`src/rtl/stream_mux_2to1_rr.sv`:
```
// rtl/stream_mux_2to1_rr.sv - two-input round-robin packet merger with registered output
module stream_mux_2to1_rr #(
  parameter int W = 8
) (
  input  logic         clk,
  input  logic         rst,
  input  logic         in0_valid,
  output logic         in0_ready,
  input  logic [W-1:0] in0_data,
  input  logic         in0_last,
  input  logic         in1_valid,
  output logic         in1_ready,
  input  logic [W-1:0] in1_data,
  input  logic         in1_last,
  output logic         out_valid,
  input  logic         out_ready,
  output logic [W-1:0] out_data,
  output logic         out_last,
  output logic         out_sel
);

  typedef enum logic [1:0] {
    IDLE  = 2'd0,
    LOCK0 = 2'd1,
    LOCK1 = 2'd2
  } state_t;

  state_t state;
  state_t state_next;
  logic   last_served;
  logic   last_served_next;
  logic   load;
  logic   grant0;
  logic   grant1;
  logic   xfer0;
  logic   xfer1;

  // The output slot can take a new beat when empty or when it drains this cycle
  assign load  = !out_valid || out_ready;
  assign xfer0 = in0_valid && in0_ready;
  assign xfer1 = in1_valid && in1_ready;

  // Arbitration and input readies: round-robin in IDLE, fixed owner while locked
  always_comb begin
    grant0    = 1'b0;
    grant1    = 1'b0;
    in0_ready = 1'b0;
    in1_ready = 1'b0;
    case (state)
      IDLE: begin
        grant0    = in0_valid && (!in1_valid || last_served);
        grant1    = in1_valid && (!in0_valid || !last_served);
        in0_ready = grant0 && load;
        in1_ready = grant1 && load;
      end
      LOCK0:   in0_ready = load;
      LOCK1:   in1_ready = load;
      default: ;
    endcase
  end

  // Next-state: single-beat packets stay in IDLE, longer packets lock until last
  always_comb begin
    state_next       = state;
    last_served_next = last_served;
    case (state)
      IDLE: begin
        if (xfer0) begin
          if (in0_last) last_served_next = 1'b0;
          else          state_next       = LOCK0;
        end else if (xfer1) begin
          if (in1_last) last_served_next = 1'b1;
          else          state_next       = LOCK1;
        end
      end
      LOCK0: begin
        if (xfer0 && in0_last) begin
          state_next       = IDLE;
          last_served_next = 1'b0;
        end
      end
      LOCK1: begin
        if (xfer1 && in1_last) begin
          state_next       = IDLE;
          last_served_next = 1'b1;
        end
      end
      default: state_next = IDLE;
    endcase
  end

  // State register; reset favours channel 0 on the first tie
  always_ff @(posedge clk or posedge rst) begin
    if (rst) begin
      state       <= IDLE;
      last_served <= 1'b1;
    end else begin
      state       <= state_next;
      last_served <= last_served_next;
    end
  end

  // Output register: capture the accepted beat, drop valid once drained, hold under backpressure
  always_ff @(posedge clk or posedge rst) begin
    if (rst) begin
      out_valid <= 1'b0;
      out_data  <= '0;
      out_last  <= 1'b0;
      out_sel   <= 1'b0;
    end else if (xfer0 || xfer1) begin
      out_valid <= 1'b1;
      out_data  <= xfer1 ? in1_data : in0_data;
      out_last  <= xfer1 ? in1_last : in0_last;
      out_sel   <= xfer1;
    end else if (out_valid && out_ready) begin
      out_valid <= 1'b0;
    end
  end

endmodule
```
`config.mk`:
```
export PLATFORM = sky130hd
export DESIGN_NAME = stream_mux_2to1_rr
export DESIGN_NICKNAME = d
export VERILOG_FILES = /design/src/rtl/stream_mux_2to1_rr.sv
export SDC_FILE = /design/constraint.sdc
export NUM_CORES = 1
export LEC_CHECK = 0
export BUFFER_PORTS_ARGS = -buffer_cell sky130_fd_sc_hd__buf_2
export CORE_AREA = 4 4 51 53
export DETAILED_ROUTE_END_ITERATION = 10
export DIE_AREA = 0 0 55 57
export PLACE_DENSITY_LB_ADDON = 0.25
export SLEW_MARGIN = 40
export SYNTH_ARGS = -nofsm -noshare
export SYNTH_HDL_FRONTEND = slang
export SYNTH_SLANG_ARGS = --single-unit
```
`constraint.sdc`:
```
create_clock -name clk -period 6.3 [get_ports clk]
set_clock_uncertainty 0.1 [all_clocks]
set_input_delay 0.63 -clock clk [delete_from_list [all_inputs] [get_ports clk]]
set_output_delay 0.63 -clock clk [all_outputs]
set_load 0.03 [all_outputs]
```
* Word level (Yosys, flattened, before mapping)
Index checks and enable logic that the tools add are counted.
Word-level totals: bits in registers 14, input bits 23, output and inout port bits 13, logic and storage cells 57
Operators by class: equality and inequality tests 9, multiplexer cells 20, reductions and logical operators 22
Operator list (number):
- inequality test 3 bit (second input constant) | 5
- 2-to-1 mux 2 bit | 6
- logical AND 1 bit | 9
- 2-to-1 mux 1 bit | 9
- 2-to-1 mux 8 bit | 1
- case mux 2 bit (3 select lines) | 1
- AND reduction 6 bit | 1
- AND reduction 5 bit | 1
- zero test 1 bit | 4
- logical OR 1 bit | 4
- inequality test 2 bit (second input constant) | 2
- case mux 1 bit (2 select lines) | 2
- case mux 1 bit (3 select lines) | 1
- nonzero test 3 bit | 1
- equality test 2 x 1 -> 1 bit (second input constant) | 1
- equality test 2 bit (second input constant) | 1
- zero test 2 bit | 1
- nonzero test 2 bit | 1

* Logic depth before layout (Yosys ltp)
Gate-level depths: netlist (run 1).
depth after elaboration 9, gate-level depth with buffers 7, gate-level depth less buffers 7

* Worst setup path after synthesis (run 1)
Ideal clock, no wire load.
path kind reg2out, start register state[0], end output port in1_ready, arrival time 1525 ps, data required time 5570 ps, setup slack 4045 ps, stages on the path, launching flop included 6, path buffers 0, cells stage by stage dfrtp_1 > inv_1 > ha_1 > a21boi_0 > a21oi_1 > nor2_1
On the way: word-level cells in the longest chain between the ends 2, elaborated cells on any way between the ends 3, classes of those cells eq/ne: 1; mux: 1; reduce/logical: 1
Ends and longest elaborated chain:
- start, declared | line 28 | state_t state;
- start signal, assigned | line 98 | state <= state_next;
- equality test 2 bit or zero test 2 bit (tied branches) | line 49 | case (state)
- case mux 1 bit (2 select lines) (*) | line 49
- end, declared | line 12 | output logic in1_ready,
Mark *: on every way between the ends. The rest lies on a longest branch, timed or not.

* Worst setup path in the final report (run 1)
Ends and elaborated chain as after synthesis.

==> results by stage, run 1 <==
Worst setup path:
- Measured in cells, the most critical reg-to-reg path has a length of 6.
- The startpoint identified for the worst register-to-register timing path is state[0].
- The type of element capturing the critical path is a primary output.
- STA classifies the critical path startpoint as a register.
- Data on the critical path is required at its endpoint by 5.57 ns.
- Tracing the worst setup path back leads to its startpoint at state[0].
- The worst reg2reg path endpoint is last_served.
- The critical path in this run is classified as reg -> out.
- The reg-to-reg setup timing slack is 4.05 ns.
- The worst-path maximum fanout is 7.
- Data on the critical path arrives at its endpoint at 1.84 ns.

Placement:
- The detailed-placement wirelength estimate is 1510 um.
- The count of buffers inserted at the top-level ports is 35.
- The pre-CTS setup slack is 4.01 ns.
- In this run, placement finished with an instance count of 143.
- At the end of routability-driven placement, the weighted congestion stood at 0.791.

Floorplan:
- The starting density of the core is 38.0%.
- In this run the horizontal extent of the chip is 55 um.
- The number of rows created at floorplan is 17.
- The die is 57 um tall.
- For this design the top-level I/O count stands at 36.
- The core region area is 0.00215 mm^2.
- The die covers 0.00314 mm^2.

Synthesis:
- The number of warnings issued by yosys is 0.
- After synthesis, the most frequently instantiated cells are sky130_fd_sc_hd__dfrtp_1 (13), sky130_fd_sc_hd__nor2_1 (12), sky130_fd_sc_hd__a21oi_1 (10), sky130_fd_sc_hd__mux2i_1 (10), sky130_fd_sc_hd__inv_1 (5).
- After synthesis, the mean cell area works out to 9.95 um^2.
- The number of enable-type register cells in the synthesized netlist is 0.
- The register bit total from synthesis is 14.
- The predominant post-synthesis flop cell is sky130_fd_sc_hd__dfrtp_1.
- The post-synthesis cell count is 82.
- The leading area contributor after synthesis is sky130_fd_sc_hd__dfrtp_1.
- The share of the synthesized area in the top cell type is 39.9%.
- After synthesis, the cell types taking the most area are sky130_fd_sc_hd__dfrtp_1 (40%), sky130_fd_sc_hd__mux2i_1 (12%), sky130_fd_sc_hd__a21oi_1 (6.1%).
- The netlist uses 27 different library cells.
- The most frequent cell after synthesis is sky130_fd_sc_hd__dfrtp_1.
- For this run, the register share of the synthesized area comes to 43.1%.
- In this run the cell area of the synthesized design comes to 816 um^2.
- For this run, asynchronously set or reset flops after synthesis account for 100%.
- When the netlist entered floorplanning its net count stood at 109.

Routing:
- The number of DRC violations after detailed routing is 0.
- For this block, wires on met1 add up to 760 um.
- The routed length per instance is 12.5 um.
- The highest layer used for signal routing is met4.
- The detailed router's first-iteration violation count is 6.
- In the routed layout, each cell is associated on average with a via count of 4.98.
- For this run, the detailed router's first-pass iteration total came to 4.
- Once detail routing completed, the nets flagged for antenna violations numbered 0.
- The detailed router placed 732 vias in this run.
- The routed wire length on met2 is 913 um.
- Summed over all layers, the routed wires come to 1840 um.
- Detailed routing placed a total of 139 um of wire on met3.

Clocking:
- Counting every sink on the clock net gives 14.
- The clock insertion delay at the later pin of the skew report is 0.27 ns.
- Clock tree synthesis inserted a total of 3 buffers.
- After clock tree synthesis, the repair step resized 0 gates.
- The root buffer cell is sky130_fd_sc_hd__clkbuf_4.
- The clock transition time at the flip-flop clock pins of the worst setup and hold paths is 0.08 ns.
- The clock passes through at most 2 buffers.
- In this run the post-CTS setup repair buffer count came out at 0.
- The cts-stage hold buffer count is 0.
- The number of H-tree levels is 1.
- The clock tree from TritonCTS is built.

STA:
- The final cycle utilization of the critical path is 40.9%.
- The final critical-path required period is 2.57 ns.
- The final critical-path setup slack is 3.73 ns.
- For the pin with the worst max-slew slack, the measured transition is 0.671 ns.
- The sum of negative setup slack is 0 ns.
- The hold violation count in the final report is 0.
- In this run the tightest slew margin relative to its limit is 55.2%.
- For this run, the top clock speed supported by timing is 0.389 GHz.
- The post-route worst hold slack is 0.277 ns.
- Setup repair after global routing left no endpoint under its margin.
- Setup violations remaining at the end of the flow were counted as 0.
- The final count of pins violating max slew came to 0.

Final layout:
- The final standard cell count with taps included and fillers excluded is 147.
- The post-route netlist has 37.8% of its cells at a drive strength greater than 1.
- For this run, the share of the core covered by cells in the final layout is 49.3%.
- 0 antenna diodes ended up in the layout.
- The post-synthesis to final-layout area growth is 29.9%.
- For this run, the post-layout net count is 147.

Global routing:
- The first global-routing pass estimated 3060 um of wire.
- Entering global routing, the biggest net connects 21 pins.
- Global routing finished with a remaining overflow of 0.
- The initial antenna violation count is 0.
- The overall track demand over capacity in global routing is 13.0%.
- The number of global-route vias before repair is 748.

Worst hold path:
- The worst hold path belongs to the class in -> async.

Run:
- Across the run, the number of max-cap violations was 0.

Power:
- The power density over the cells is 529 mW/mm^2.
- The leakage dissipation is 0.504 nW.
- The peak ir drop on the vdd network is 0.000266 V.

Status:
- The flow ran to the end, and the final reports show no timing, DRC or antenna violations.
[per-stage QoR]
| stage | total power [W] | instance area, um^2 |
|---|---|---|
| after detailed placement | 0.000504 | 1020 |
| after CTS | 0.000568 | 1060 |
| after floorplan | 0.000415 | 816 |
| final | 0.000560 | 1060 |
| after global placement | 0.000496 | 1020 |
| after global routing | 0.000604 | 1060 |
[report_power, final]
group | total, W | switching (W) | internal, W
sequential | 0.000164 | 0.0000268 | 0.000137
combinational | 0.000334 | 0.000211 | 0.000123
clock | 0.0000622 | 0.0000271 | 0.0000351
total | 0.000560 | 0.000265 | 0.000295
[worst max-delay path by stage]
stage / endpoint / cells past startpoint / slack [ns]
finish: in1_ready / 6 / 3.73
global route: in1_ready / 6 / 3.61
CTS: in1_ready / 6 / 3.71
detailed placement: last_served / 6 / 4.01
global placement: last_served / 6 / 3.79
floorplan: in1_ready / 5 / 4.05
[layout make-up]
type                            count  area, um^2
Tap cell                           28        35.0
Fill cell                         222        1090
Timing Repair Buffer               36         183
Sequential cell                    14         352
Clock buffer                        4        36.3
Multi-Input combinational cell     60         435
Inverter                            5        18.8
[registers in the layout, indices dropped and copies added (netlist names)]
| name | cells |
|---|---|
| out_valid | 1 |
| out_data | 8 |
| state | 2 |
| out_last | 1 |
| out_sel | 1 |
| last_served | 1 |
[metal layers]
| layer | vias to the layer above | track usage [%] |
|---|---|---|
| met5 | - | 0 |
| met4 | 0 | 4.17 |
| met3 | 2 | 4.18 |
| met2 | 24 | 22.0 |
| met1 | 336 | 15.2 |
| li1 | 370 | - |
[cell families (layout without fill, tap and decap cells)]
logic type	after synthesis	in the layout	share of synthesized area, %
AOI/OAI and AO/OA	24	24	21.5
and+or+nand+nor	21	21	11.8
DFF	14	14	43.1
muxes	11	11	13.7
buffers and inverters	8	45	3.83
adders and majority gates	4	4	6.14
[cell usage in the layout, fill, tap and decap left out, types with 2 or more instances in the layout]
master / count
sky130_fd_sc_hd__buf_2: 35
sky130_fd_sc_hd__dfrtp_1: 13
sky130_fd_sc_hd__nor2_1: 11
sky130_fd_sc_hd__mux2i_1: 10
sky130_fd_sc_hd__a21oi_1: 10
sky130_fd_sc_hd__inv_1: 5
sky130_fd_sc_hd__nand2_1: 4
sky130_fd_sc_hd__ha_1: 4
sky130_fd_sc_hd__o211ai_1: 3
sky130_fd_sc_hd__clkbuf_4: 3
sky130_fd_sc_hd__o21ai_0: 2
[critical path, stage by stage (launching register included)]
cell                       delay [ns]
sky130_fd_sc_hd__dfrtp_1         0.43
sky130_fd_sc_hd__inv_1           0.10
sky130_fd_sc_hd__ha_1            0.34
sky130_fd_sc_hd__a21boi_0        0.32
sky130_fd_sc_hd__a21oi_1         0.11
sky130_fd_sc_hd__nor2_1          0.08
sky130_fd_sc_hd__buf_2           0.19
No activity file was read; power rests on OpenSTA's default activity.
==> inputs of run 2 (changes only) <==
- clock period: 6.3 -> 2.5 ns (I/O delays scaled with it)
==> run 2 against run 1 <==
  * Utilization rose by 0.23 points
  * Via count rose by 4.2%
  * Final area rose by 0.47%
  * Clock-buffer cell count did not move
  * Combinational power rose to 2.6 times the previous value
  * Non-clock buffer count rose by 2
  * Clock power rose by 110%
  * Critical endpoint unchanged
  * Highest routed layer unchanged
==> results by stage, run 2 (synthesized netlist as in run 1, its figures left out) <==
Routing:
- The average vias per placed instance is 5.12 (was 4.98).
- The number of antenna-violating nets in the routed design was 0 (unchanged).
- The number of DRC violations after detailed routing is 0 (unchanged).
- The detailed router's first-iteration violation count is 11 (was 6).
- The final routed wirelength across all metal layers is 1920 um (was 1840 um).
- The routed length per instance was 12.9 um (was 12.5 um).
- The first-pass detailed-route iteration total came to 4 (unchanged).
- The via count is 763 (was 732).

Final layout:
- The most common cell after layout, fill and taps aside is sky130_fd_sc_hd__buf_2 (unchanged).
- The fill cell total of the finished layout was 223 (was 222).
- The count of antenna diodes in the layout was 0 (unchanged).
- Largest registers: out_data: 8 flops, state: 2 flops (unchanged).
- The final standard cell count with taps included and fillers excluded is 149 (was 147).
- Most used cells in the layout excluding fill and tap cells: sky130_fd_sc_hd__buf_2 (35), sky130_fd_sc_hd__dfrtp_1 (13), sky130_fd_sc_hd__nor2_1 (12) (was sky130_fd_sc_hd__buf_2 (35), sky130_fd_sc_hd__dfrtp_1 (13), sky130_fd_sc_hd__nor2_1 (11)).
- The post-synthesis to final-layout area growth is 30.5% (was 29.9%).
- The flip-flop count of the largest register, all copies and words added is 8 (unchanged).
- The fraction of final layout cells with drive strength greater than 1 is 36.4% (was 37.8%).
- The register name with the most flops is out_data (unchanged).
- The final net count was 149 (was 147).

STA:
- Setup repair after global routing missed its margin: false (unchanged).
- The worst slew margin relative to its limit is 65.1% (was 55.2%).
- Static timing analysis puts the maximum clock frequency at 0.448 GHz.
- For the finished layout, the period the worst path requires is 2.23 ns.
- The actual transition at the worst max-transition pin is 0.523 ns (was 0.671 ns).
- The hold violation count in the final report is 0 (unchanged).
- The final critical-path setup slack came to 0.267 ns (was 3.73 ns).
- The sum of negative setup slack came to 0 ns (unchanged).
- The count of endpoints failing setup in the final report is 0 (unchanged).
- The final count of pins violating max slew is 0 (unchanged).
- The final critical path takes up 89.3% of the cycle.

Placement:
- The final estimated routing congestion in global placement is 0.803 (was 0.791).
- The cell total after placement was 144 (was 143).
- The pre-CTS setup slack is 0.306 ns (was 4.01 ns).
- The count of buffers inserted at the top-level ports was 35 (unchanged).

Floorplan:
- The overall die width is 55 um (unchanged).
- The floorplan die area is 0.00314 mm^2 (unchanged).
- The starting density of the core is 38.0% (unchanged).
- The number of rows created at floorplan is 17 (unchanged).
- The core region area is 0.00215 mm^2 (unchanged).
- The floorplan die height is 57 um (unchanged).
- The number of top-level pins is 36 (unchanged).

Power:
- The peak ir drop on the vdd network is 0.000612 V (was 0.000266 V).
- The power density over the cells is 1310 mW/mm^2 (was 529 mW/mm^2).
- The leakage dissipation is 0.508 nW (was 0.504 nW).

Worst setup path:
- The worst-path maximum fanout is 7 (unchanged).
- The critical path start-end classification is reg -> out (unchanged).
- The startpoint class of the critical path is a register (unchanged).
- The data arrival time of the worst path was 1.88 ns (was 1.84 ns).
- The type of element capturing the critical path is a primary output (unchanged).
- The required time at the worst-slack endpoint is 2.15 ns (was 5.57 ns).

Clocking:
- The clock insertion delay at the later pin of the skew report is 0.28 ns (was 0.27 ns).
- The number of H-tree levels was 1 (unchanged).
- The clock transition time at the flip-flop clock pins of the worst setup and hold paths is 0.09 ns (was 0.08 ns).
- The root buffer cell is sky130_fd_sc_hd__clkbuf_4 (unchanged).
- The TritonCTS buffer count is 3 (unchanged).
- The maximum buffer depth of the clock tree is 2 (unchanged).
- The clock tree from TritonCTS is built (unchanged).
- The clock sink count is 14 (unchanged).

Status:
- Run status: finished clean (unchanged).

Run:
- The max-cap check violation count is 0 (unchanged).

Global routing:
- The number of global-route vias before repair is 771 (was 748).
- The overall track demand over capacity in global routing is 13.7% (was 13.0%).
- The first-pass GRT wire length is 3170 um (was 3060 um).
- The initial antenna violation count is 0 (unchanged).
- The total global routing overflow is 0 (unchanged).
- The pin count of the biggest net entering global routing is 21 (unchanged).

Worst hold path:
- The worst hold path class is in -> reg (was in -> async).
## run 2: cell types whose count changed in the layout (fill, tap and decap cells not counted)
| cell | before | now |
|---|---|---|
| sky130_fd_sc_hd__clkbuf_1 | 0 | 1 |
| sky130_fd_sc_hd__dlygate4sd3_1 | 0 | 1 |
| sky130_fd_sc_hd__nor2_1 | 11 | 12 |
| sky130_fd_sc_hd__buf_4 | 1 | 2 |
| sky130_fd_sc_hd__nor2_2 | 1 | 0 |
| sky130_fd_sc_hd__clkbuf_8 | 1 | 0 |
## run 2: critical path, cell delays in order, from the launching register on
cell and delay (ns):
sky130_fd_sc_hd__dfrtp_1 0.44, sky130_fd_sc_hd__inv_1 0.11, sky130_fd_sc_hd__ha_1 0.35, sky130_fd_sc_hd__a21boi_0 0.31, sky130_fd_sc_hd__a21oi_1 0.12, sky130_fd_sc_hd__nor2_1 0.08
sky130_fd_sc_hd__buf_2 0.19
## run 2: path summary, 6_finish.rpt
path	start	to	slack [ns]	cells after the start
min	in1_data[1]	out_data[1]	0.12	3
min reg2reg	out_sel	out_sel	0.41	2
max in group asynchronous	rst	last_served	1.48	3
max reg2reg	state[0]	last_served	0.30	6
min in group asynchronous	rst	out_data[1]	0.44	3
max	state[0]	in1_ready	0.27	6
## run 2: layout make-up
| class | count | area, um^2 | share of cell area [%] |
|---|---|---|---|
| multi-input cells | 60 | 433 | 40.7 |
| flip-flops and latches | 14 | 352 | 33.0 |
| repair buffers | 38 | 200 | 18.8 |
| well taps | 28 | 35.0 | 3.29 |
| clock buffers | 4 | 26.3 | 2.47 |
| inverters | 5 | 18.8 | 1.76 |
## run 2: per-stage QoR
| stage | utilization (%) | area, um^2 | total power [W] | hold WS, ns |
|---|---|---|---|---|
| floorplan | - | 816 | 0.00105 | 0.0385 |
| finish | 49.6 | 1060 | 0.00140 | 0.115 |
| global placement | 47.9 | 1030 | 0.00125 | 0.215 |
| detailed placement | 47.9 | 1030 | 0.00128 | 0.217 |
| global route | 49.6 | 1060 | 0.00151 | 0.120 |
| CTS | 49.6 | 1060 | 0.00141 | 0.114 |
## run 2: routing by layer
| layer | GRT usage [%] | vias to the layer above | wire length, um |
|---|---|---|---|
| li1 | - | 374 | - |
| met1 | 15.2 | 359 | 776 |
| met2 | 22.8 | 28 | 961 |
| met3 | 5.22 | 2 | 167 |
| met4 | 5.56 | 0 | 14 |
| met5 | 0 | - | 0 |
## run 2: repair_timing
action	in CTS	in global routing
resized for setup	0	0
buffers inserted	0	0
endpoints found under the setup margin	0	0
hold buffers	1	0
endpoints found under the hold margin	13	0
## run 2: where the power goes
group / total [W] / internal, W / switching, W
sequential: 0.000410 / 0.000345 / 0.0000645
clock: 0.000133 / 0.0000618 / 0.0000708
combinational: 0.000854 / 0.000314 / 0.000540
==> inputs of run 3 (changes only) <==
- CORE_AREA: 4 4 51 53 -> 4 4 48 50
- DIE_AREA: 0 0 55 57 -> 0 0 52 54
==> run 3 against run 2 <==
  * Combinational power decreased by 0.5%
  * Sequential cell count unchanged
  * Utilization is 7.3 points higher
  * Non-clock buffer count increased by 1
  * Critical endpoint unchanged
  * Highest routed layer unchanged
==> results by stage, run 3 (synthesized netlist as in run 1, its figures left out) <==
Routing:
- The detailed router's first-iteration violation count was 24 (was 11).
- The routed length per instance is 12.2 um (was 12.9 um).
- The first-pass detailed-route iteration total is 4 (unchanged).
- The number of antenna-violating nets in the routed design came to 0 (unchanged).
- The average vias per placed instance is 4.88 (was 5.12).
- The final routed wirelength across all metal layers came to 1820 um (was 1920 um).
- The via count is 727 (was 763).
- The number of DRC violations after detailed routing is 0 (unchanged).

Clocking:
- The number of H-tree levels was 1 (unchanged).
- The maximum buffer depth of the clock tree was 2 (unchanged).
- The cts-stage hold buffer count came to 1 (unchanged).
- The total setup buffers inserted after CTS is 0 (unchanged).
- The clock insertion delay at the later pin of the skew report is 0.27 ns (was 0.28 ns).
- The root buffer cell is sky130_fd_sc_hd__clkbuf_4 (unchanged).
- The clock tree from TritonCTS is built (unchanged).
- The TritonCTS buffer count is 3 (unchanged).
- The clock transition time at the flip-flop clock pins of the worst setup and hold paths is 0.09 ns (about the same).
- The clock sink count is 14 (unchanged).
- The quantity of gates resized following cts is 0 (unchanged).

Placement:
- The count of buffers inserted at the top-level ports was 35 (unchanged).
- The final estimated routing congestion in global placement is 0.804 (was 0.803).
- The instance area at placement came to 0.00103 mm^2 (about the same).
- The cell total after placement is 144 (unchanged).
- The detailed-placement wirelength estimate is 1390 um.

STA:
- The hold violation count in the final report came to 0 (unchanged).
- The final critical-path required period is 2.19 ns (was 2.23 ns).
- The worst slew margin relative to its limit is 64.8% (was 65.1%).
- Setup repair after global routing missed its margin: false (unchanged).
- The final cycle utilization of the critical path was 87.4% (was 89.3%).
- The top achievable clock speed was 0.457 GHz (was 0.448 GHz).
- The sum of negative setup slack is 0 ns (unchanged).
- The final count of pins violating max slew was 0 (unchanged).
- The count of endpoints failing setup in the final report was 0 (unchanged).
- The post-route worst hold slack came to 0.113 ns (was 0.115 ns).
- The actual transition at the worst max-transition pin was 0.527 ns (was 0.523 ns).

Power:
- The leakage dissipation is 0.519 nW (was 0.508 nW).
- The power density over the cells is 1320 mW/mm^2 (was 1310 mW/mm^2).
- The peak ir drop on the vdd network was 0.000717 V (was 0.000612 V).
- The total design power is 0.00143 W (was 0.00140 W).

Floorplan:
- The number of rows created at floorplan is 16 (was 17).
- The core region area came to 0.00190 mm^2 (was 0.00215 mm^2).
- The starting density of the core is 42.9% (was 38.0%).
- The floorplan die height is 54 um (was 57 um).
- The overall die width came to 52 um (was 55 um).
- The number of top-level pins is 36 (unchanged).
- The floorplan die area was 0.00281 mm^2 (was 0.00314 mm^2).

Worst setup path:
- The type of element capturing the critical path is a primary output (unchanged).
- The critical path start-end classification is reg -> out (unchanged).
- The worst-path maximum fanout is 7 (unchanged).
- The required time at the worst-slack endpoint was 2.15 ns (about the same).
- The data arrival time of the worst path is 1.84 ns (was 1.88 ns).
- The startpoint class of the critical path is a register (unchanged).

Final layout:
- The fill cell total of the finished layout is 183 (was 223).
- The post-synthesis to final-layout area growth is 32.5% (was 30.5%).
- The fraction of final layout cells with drive strength greater than 1 is 37.7% (was 36.4%).
- The count of antenna diodes in the layout is 0 (unchanged).
- The final standard cell count with taps included and fillers excluded is 149 (unchanged).
- Largest registers: out_data: 8 flops, state: 2 flops (unchanged).
- The area used by multi-input combinational logic was 433 um^2 (unchanged).
- The register name with the most flops is out_data (unchanged).
- The final net count is 150 (was 149).
- The most common cell after layout, fill and taps aside is sky130_fd_sc_hd__buf_2 (unchanged).
- Most used cells in the layout excluding fill and tap cells: sky130_fd_sc_hd__buf_2 (35), sky130_fd_sc_hd__dfrtp_1 (13), sky130_fd_sc_hd__nor2_1 (12) (unchanged).
- The total non-filler cell area in the finished layout came to 0.00108 mm^2 (was 0.00106 mm^2).
- The flip-flop count of the largest register, all copies and words added came to 8 (unchanged).
- The footprint of the flip-flops and latches is 352 um^2 (unchanged).

Global routing:
- The initial antenna violation count is 0 (unchanged).
- The total global routing overflow is 0 (unchanged).
- The overall track demand over capacity in global routing is 14.8% (was 13.7%).
- The first-pass GRT wire length is 3080 um (was 3170 um).
- The number of global-route vias before repair is 698 (was 771).
- The pin count of the biggest net entering global routing is 21 (unchanged).

Status:
- Run status: finished clean (unchanged).

Run:
- The max-cap check violation count was 0 (unchanged).

Worst hold path:
- The worst hold path class is in -> reg (unchanged).
-- run 3: cell types whose count changed in the layout (fill, tap and decap cells not counted) --
cell,previous run,this run
sky130_fd_sc_hd__buf_4,2,3
sky130_fd_sc_hd__clkbuf_1,1,0
sky130_fd_sc_hd__clkbuf_8,0,1
-- run 3: per-layer routing --
| metal | up-vias | track usage, % | share of wire, % |
|---|---|---|---|
| met1 | 332 | 18.7 | 46 |
| met4 | 0 | 5.24 | 0.77 |
| met5 | - | 0 | 0 |
| met3 | 2 | 3.32 | 6.4 |
| met2 | 21 | 24.7 | 47 |
| li1 | 372 | - | - |
-- run 3: metrics by stage --
stage / worst slack [ns] / util [%]
floorplan: 0.489 / -
global placement: 0.408 / 54.4
detailed placement: 0.318 / 54.4
CTS: 0.311 / 56.8
global route: 0.177 / 56.8
finish: 0.314 / 56.8
-- run 3: critical path, stage by stage (launching register included) --
cell	delay, ns
sky130_fd_sc_hd__dfrtp_1	0.43
sky130_fd_sc_hd__inv_1	0.11
sky130_fd_sc_hd__ha_1	0.34
sky130_fd_sc_hd__a21boi_0	0.29
sky130_fd_sc_hd__a21oi_1	0.11
sky130_fd_sc_hd__nor2_1	0.08
sky130_fd_sc_hd__buf_2	0.20
-- run 3: path summary, 6_finish.rpt --
kind / endpoint / start / slack (ns) / depth (start not counted)
max in group asynchronous: last_served / rst / 1.47 / 3
setup reg to reg: last_served / state[1] / 0.32 / 6
hold reg to reg: out_sel / out_sel / 0.42 / 2
hold / removal: out_data[5] / in1_data[5] / 0.11 / 3
min in group asynchronous: out_data[3] / rst / 0.47 / 3
setup / recovery: in1_ready / state[1] / 0.31 / 6
-- run 3: where the power goes --
part / internal [W] / total (W) / leakage [nW] / switching [W]
Sequential: 0.000345 / 0.000414 / 0.158 / 0.0000686
Clock: 0.0000884 / 0.000163 / 0.0210 / 0.0000748
Combinational: 0.000318 / 0.000850 / 0.340 / 0.000532
-- run 3: area by class of cell --
| class | instances | share of cell area, % |
|---|---|---|
| Clock buffer | 4 | 3.36 |
| Inverter | 5 | 1.74 |
| Multi-Input combinational cell | 60 | 40.0 |
| Sequential cell | 14 | 32.5 |
| Tap cell | 27 | 3.12 |
| Timing Repair Buffer | 39 | 19.2 |
